File: config.mk
export PLATFORM = sky130hd
export DESIGN_NAME = k12a_spi_queue
export DESIGN_NICKNAME = d
export VERILOG_FILES = /design/src/rtl/k12a_spi_queue.sv
export SDC_FILE = /design/constraint.sdc
export NUM_CORES = 1
export LEC_CHECK = 0
export CAP_MARGIN = 20
export CORE_ASPECT_RATIO = 0.8
export CORE_UTILIZATION = 40
export DETAILED_ROUTE_END_ITERATION = 6
export SLEW_MARGIN = 20
export SYNTH_ARGS = -nofsm -noshare
export SYNTH_HDL_FRONTEND = slang
export SYNTH_SLANG_ARGS = --single-unit
File: constraint.sdc
create_clock -name cpu_clock -period 3.4 [get_ports cpu_clock]
set_clock_uncertainty 0.05 [all_clocks]
set_input_delay 0.68 -clock cpu_clock [delete_from_list [all_inputs] [get_ports cpu_clock]]
set_output_delay 0.68 -clock cpu_clock [all_outputs]
set_load 0.02 [all_outputs]
File: src/rtl/k12a_spi_queue.sv
// TX/RX byte queues in front of the k12a_spi peripheral, plus a sequencer that
// runs one full-duplex byte per transfer through the peripheral's strobes.
module k12a_spi_queue #(
    parameter  int DEPTH = 4,
    localparam int PTR_W = $clog2(DEPTH)
) (
    input  logic       cpu_clock,
    input  logic       reset,
    input  logic       tx_wr,
    input  logic [7:0] wr_data,
    input  logic       rx_rd,
    output logic [7:0] rd_data,
    output logic       tx_full,
    output logic       tx_empty,
    output logic       rx_full,
    output logic       rx_empty,
    output logic       overflow,
    input  logic       clear_overflow,
    output logic       idle,
    output logic       spi_data_io_store,
    output logic       spi_begin,
    output logic       spi_data_io_load,
    input  logic       spi_busy,
    output logic [7:0] spi_data_out,
    output logic       spi_data_oe,
    input  logic [7:0] spi_data_in
);

    localparam logic [PTR_W:0] FULL_CNT = (PTR_W + 1)'(DEPTH);

    typedef enum logic [2:0] {
        ST_IDLE,
        ST_STORE,
        ST_BEGIN,
        ST_GUARD,
        ST_DRAIN,
        ST_LOAD
    } state_t;

    state_t state_q, state_d;

    logic [7:0]       tx_mem_q [DEPTH];
    logic [PTR_W-1:0] tx_wptr_q, tx_rptr_q;
    logic [PTR_W:0]   tx_cnt_q, tx_cnt_d;
    logic [7:0]       rx_mem_q [DEPTH];
    logic [PTR_W-1:0] rx_wptr_q, rx_rptr_q;
    logic [PTR_W:0]   rx_cnt_q, rx_cnt_d;
    logic             overflow_q, overflow_d;
    logic             store_q, begin_q, load_q, oe_q;
    logic [7:0]       dout_q;
    logic             tx_push, tx_pop, rx_push, rx_pop;
    logic [7:0]       tx_head;

    assign tx_full  = (tx_cnt_q == FULL_CNT);
    assign tx_empty = (tx_cnt_q == '0);
    assign rx_full  = (rx_cnt_q == FULL_CNT);
    assign rx_empty = (rx_cnt_q == '0);

    // A push that meets a full TX FIFO is dropped even if STORE pops this cycle.
    assign tx_push = tx_wr && !tx_full && !reset;
    assign tx_pop  = (state_q == ST_STORE);
    assign rx_push = (state_q == ST_LOAD) && !rx_full && !reset;
    assign rx_pop  = rx_rd && !rx_empty;
    assign tx_head = tx_mem_q[tx_rptr_q];

    assign rd_data           = rx_empty ? 8'h00 : rx_mem_q[rx_rptr_q];
    assign overflow          = overflow_q;
    assign idle              = (state_q == ST_IDLE) && tx_empty && !spi_busy;
    assign spi_data_io_store = store_q;
    assign spi_begin         = begin_q;
    assign spi_data_io_load  = load_q;
    assign spi_data_oe       = oe_q;
    assign spi_data_out      = dout_q;

    always_comb begin
        tx_cnt_d = tx_cnt_q;
        case ({tx_push, tx_pop})
            2'b10:   tx_cnt_d = tx_cnt_q + 1'b1;
            2'b01:   tx_cnt_d = tx_cnt_q - 1'b1;
            default: tx_cnt_d = tx_cnt_q;
        endcase
        rx_cnt_d = rx_cnt_q;
        case ({rx_push, rx_pop})
            2'b10:   rx_cnt_d = rx_cnt_q + 1'b1;
            2'b01:   rx_cnt_d = rx_cnt_q - 1'b1;
            default: rx_cnt_d = rx_cnt_q;
        endcase
        // A set in the same cycle as a clear must win.
        overflow_d = overflow_q;
        if (clear_overflow) overflow_d = 1'b0;
        if (tx_wr && tx_full) overflow_d = 1'b1;
    end

    always_ff @(posedge cpu_clock) begin
        if (tx_push) tx_mem_q[tx_wptr_q] <= wr_data;
        if (rx_push) rx_mem_q[rx_wptr_q] <= spi_data_in;
    end

    always_ff @(posedge cpu_clock) begin
        if (reset) begin
            tx_wptr_q  <= '0;
            tx_rptr_q  <= '0;
            tx_cnt_q   <= '0;
            rx_wptr_q  <= '0;
            rx_rptr_q  <= '0;
            rx_cnt_q   <= '0;
            overflow_q <= 1'b0;
        end else begin
            if (tx_push) tx_wptr_q <= tx_wptr_q + PTR_W'(1);
            if (tx_pop)  tx_rptr_q <= tx_rptr_q + PTR_W'(1);
            if (rx_push) rx_wptr_q <= rx_wptr_q + PTR_W'(1);
            if (rx_pop)  rx_rptr_q <= rx_rptr_q + PTR_W'(1);
            tx_cnt_q   <= tx_cnt_d;
            rx_cnt_q   <= rx_cnt_d;
            overflow_q <= overflow_d;
        end
    end

    // GUARD ignores spi_busy for one cycle while the peripheral raises it.
    always_comb begin
        state_d = state_q;
        case (state_q)
            ST_IDLE:  if (!tx_empty && !rx_full && !spi_busy) state_d = ST_STORE;
            ST_STORE: state_d = ST_BEGIN;
            ST_BEGIN: state_d = ST_GUARD;
            ST_GUARD: state_d = ST_DRAIN;
            ST_DRAIN: if (!spi_busy) state_d = ST_LOAD;
            ST_LOAD:  state_d = ST_IDLE;
            default:  state_d = ST_IDLE;
        endcase
    end

    always_ff @(posedge cpu_clock) begin
        if (reset) begin
            state_q <= ST_IDLE;
            store_q <= 1'b0;
            begin_q <= 1'b0;
            load_q  <= 1'b0;
            oe_q    <= 1'b0;
            dout_q  <= 8'h00;
        end else begin
            state_q <= state_d;
            store_q <= (state_d == ST_STORE);
            begin_q <= (state_d == ST_BEGIN);
            load_q  <= (state_d == ST_LOAD);
            oe_q    <= (state_d == ST_STORE);
            dout_q  <= (state_d == ST_STORE) ? tx_head : 8'h00;
        end
    end

endmodule

==> reports/results.tsv <==
metric	value	unit
area leader, netlist	edfxtp_1	
Rel. slew slack	55.2	%
area of the multi-input gates	0.00115	mm2
Async S/R FF share, synth	0	%
Global Route Usage Sum	13.7	%
worst skew pair latency	0.33	ns
WL final	6270	um
Setup WS pre-CTS	0.359	ns
grt ovf	0	
Setup violations, final	0	
sum of negative setup slack	0	ns
slowest CP cell	dfxtp_1	
Main synth FF type	edfxtp_1	
failing checks	DRC	
leakage power	0.00156	uW
DRC violations left	8	
number of synthesized register bits	95	
unrepaired setup endpoints after global routing	no	
deepest clock path buffer count	2	
initial antenna violation count	0	
post-synthesis cell type count	40	
grt met2 use	21.6	%
met1 Use GR	17.6	%
CP arrival	2.27	ns
Die Width	111	um
CTS clk-pin slew, worst paths	0.07	ns
commonest cells in the netlist	edfxtp_1 (64), dfxtp_1 (31), inv_1 (17)	
global route hottest layer	met2	
share of the synthesized area in the top cell type	50.4	%
# rows	31	
Die Y	89.4	um
dpl hpwl	4240	um
H-tree lvl count	3	
Clock Sinks	95	
n_diodes	0	
drt pass-1 iters	7	
critical path, cell by cell	mux4_2 -> nor2b_1 -> clkdlybuf4s50_1	
clock buffer count from CTS	9	
syn_nets	279	
Worst Path Buf+Inv	1	
synthesized cell area	0.00381	mm2
share of layout cells above drive strength 1	16.1	%
final hold slack	0.466	ns
port bufs	47	
Critical Path RT	2.67	ns
final worst slack	0.402	ns
nature of the critical path startpoint	flop	
DRT iter0 DRCs	65	
largest net degree at the start of global routing	25	
Power Total	2580	uW
syn avg cell area	15.6	um2
Post-synth EDFFs	64	
Hold Path Stages	2	
post-cts sizing count	0	
Reg2Reg Depth	9	
CP peak stage delay	0.67	ns
critical path's top delay family	flip-flops	
Core ar.	0.00915	mm2
CTS root buf	clkbuf_16	
Setup Buffers After CTS	0	
DR WL/cell	15.2	um
fin crit share	88.2	%
CTS Hold Bufs	0	
met3 Resource Use GR	5.02	%
fillers	780	
placed cells	397	
Crit path depth	3	
CP Max Fanout	8	
Initial Utilization	41.7	%
top post-synthesis cells by area	edfxtp_1 (50%), dfxtp_1 (16%), mux4_2 (9.4%)	
Vias/cell	4.86	
Syn-to-layout area delta	22.7	%
first-pass GRT wire length	10100	um
upper clock frequency limit	334	MHz
final-report hold violation count	0	
die area	0.00993	mm2
Max-Cap Viols	0	
Seq/Total Area, Yosys	66.6	%
Layout Nets	327	
crit path time final	3.00	ns
Ports	48	
Max VDD drop	0.250	mV
Routability Congestion	0.665	
final non-filler cell total	413	
status	complete, but fails checks	
worst-margin pin slew	0.671	ns
power per cell area	552	mW/mm2
vias	2007	
most frequent cell after synthesis	edfxtp_1	
Cells after Synth	245	
Hold Path Class	reg -> reg	
CTS tree	yes	
worst setup path category	reg -> out	
number of global-route vias before repair	1923	
DRT antenna net count	0	
critical path capture point type	output port	
Yosys warnings	0	
storage element area	0.00254	mm2
pins over their slew limit	0	
## report_power, final
| group | internal (uW) | total [uW] | switching, uW | leakage [uW] |
|---|---|---|---|---|
| Clock | 520 | 983 | 463 | 0.000141 |
| Sequential | 1270 | 1320 | 44.6 | 0.000829 |
| Combinational | 154 | 286 | 131 | 0.000590 |
| Total | 1950 | 2580 | 639 | 0.00156 |
## cell usage in the layout (no fill, tap or decap), drive strengths merged, types with 2 or more instances in the layout
cell / n
nand2b: 3
nor2: 14
and3: 4
mux4: 16
o21ai: 5
inv: 21
clkdlybuf4s50: 47
nor3b: 3
dfxtp: 31
xnor2: 3
nor2b: 17
xor2: 5
or3: 6
buf: 2
clkinvlp: 2
nor3: 4
edfxtp: 64
nand3: 2
clkbuf: 9
and2: 5
o31ai: 2
nand2: 2
a21oi: 8
fa: 2
ha: 10
## routing by layer
layer  share of wire [%]  vias up
met4                0.94        0
met2                  47       39
met3                 3.9        6
met5                   0        -
met1                  49      977
li1                    -      985
## registers in the layout, indices dropped and copies added (netlist names), 2 cells and up, named ones only
name / flops
rx_mem_q: 32
tx_mem_q: 32
spi_data_out: 8
rx_cnt_q: 3
state_q: 3
tx_cnt_q: 3
rx_rptr_q: 2
rx_wptr_q: 2
tx_rptr_q: 2
tx_wptr_q: 2
## worst paths after layout
path                                                   to  slack [ns]                       from
worst max-delay path                           rd_data[0]        0.40                       flop
worst min-delay path            rx_rptr_q[1]$_SDFFE_PP0P_        0.47  rx_rptr_q[1]$_SDFFE_PP0P_
worst max register to register   rx_cnt_q[2]$_SDFFE_PP0P_        0.87   rx_cnt_q[0]$_SDFFE_PP0P_
worst min register to register  rx_rptr_q[1]$_SDFFE_PP0P_        0.47  rx_rptr_q[1]$_SDFFE_PP0P_
## area by class of cell
type                       count  area share [%]
tap                          115            3.07
multi-input combinational    121            24.5
sequential                    95            54.3
clock buffer                   9            4.81
inverter                      17            1.36
clock inverter                 7            1.58
timing repair buffer          49            10.4
## cell families (layout without fill, tap and decap cells)
logic type	Yosys count	in the layout	synth area share (%)
DFF	95	95	66.6
and+or+nand+nor	67	67	11.4
buffers and inverters	29	82	3.31
muxes	18	18	10.0
AOI/OAI and AO/OA	16	16	2.43
adders and majority gates	12	12	4.33
xor gates and xnor gates	8	8	1.84
## worst reg2reg max path, stage by stage (launching register included)
cell     delay [ns]
dfxtp_1        0.35
or3b_1         0.57
and2_4         0.23
inv_1          0.05
ha_1           0.17
inv_1          0.06
fa_1           0.37
xor2_1         0.15
or3_1          0.30
a21oi_1        0.15
## through the flow
step | utilization, % | area (um2)
2_1_floorplan | - | 3810
3_3_place_gp | 47.9 | 4380
3_5_place_dp | 47.9 | 4380
4_1_cts | 51.1 | 4680
5_1_grt | 51.1 | 4680
6_report | 51.1 | 4680
No activity file was read; power rests on OpenSTA's default activity.
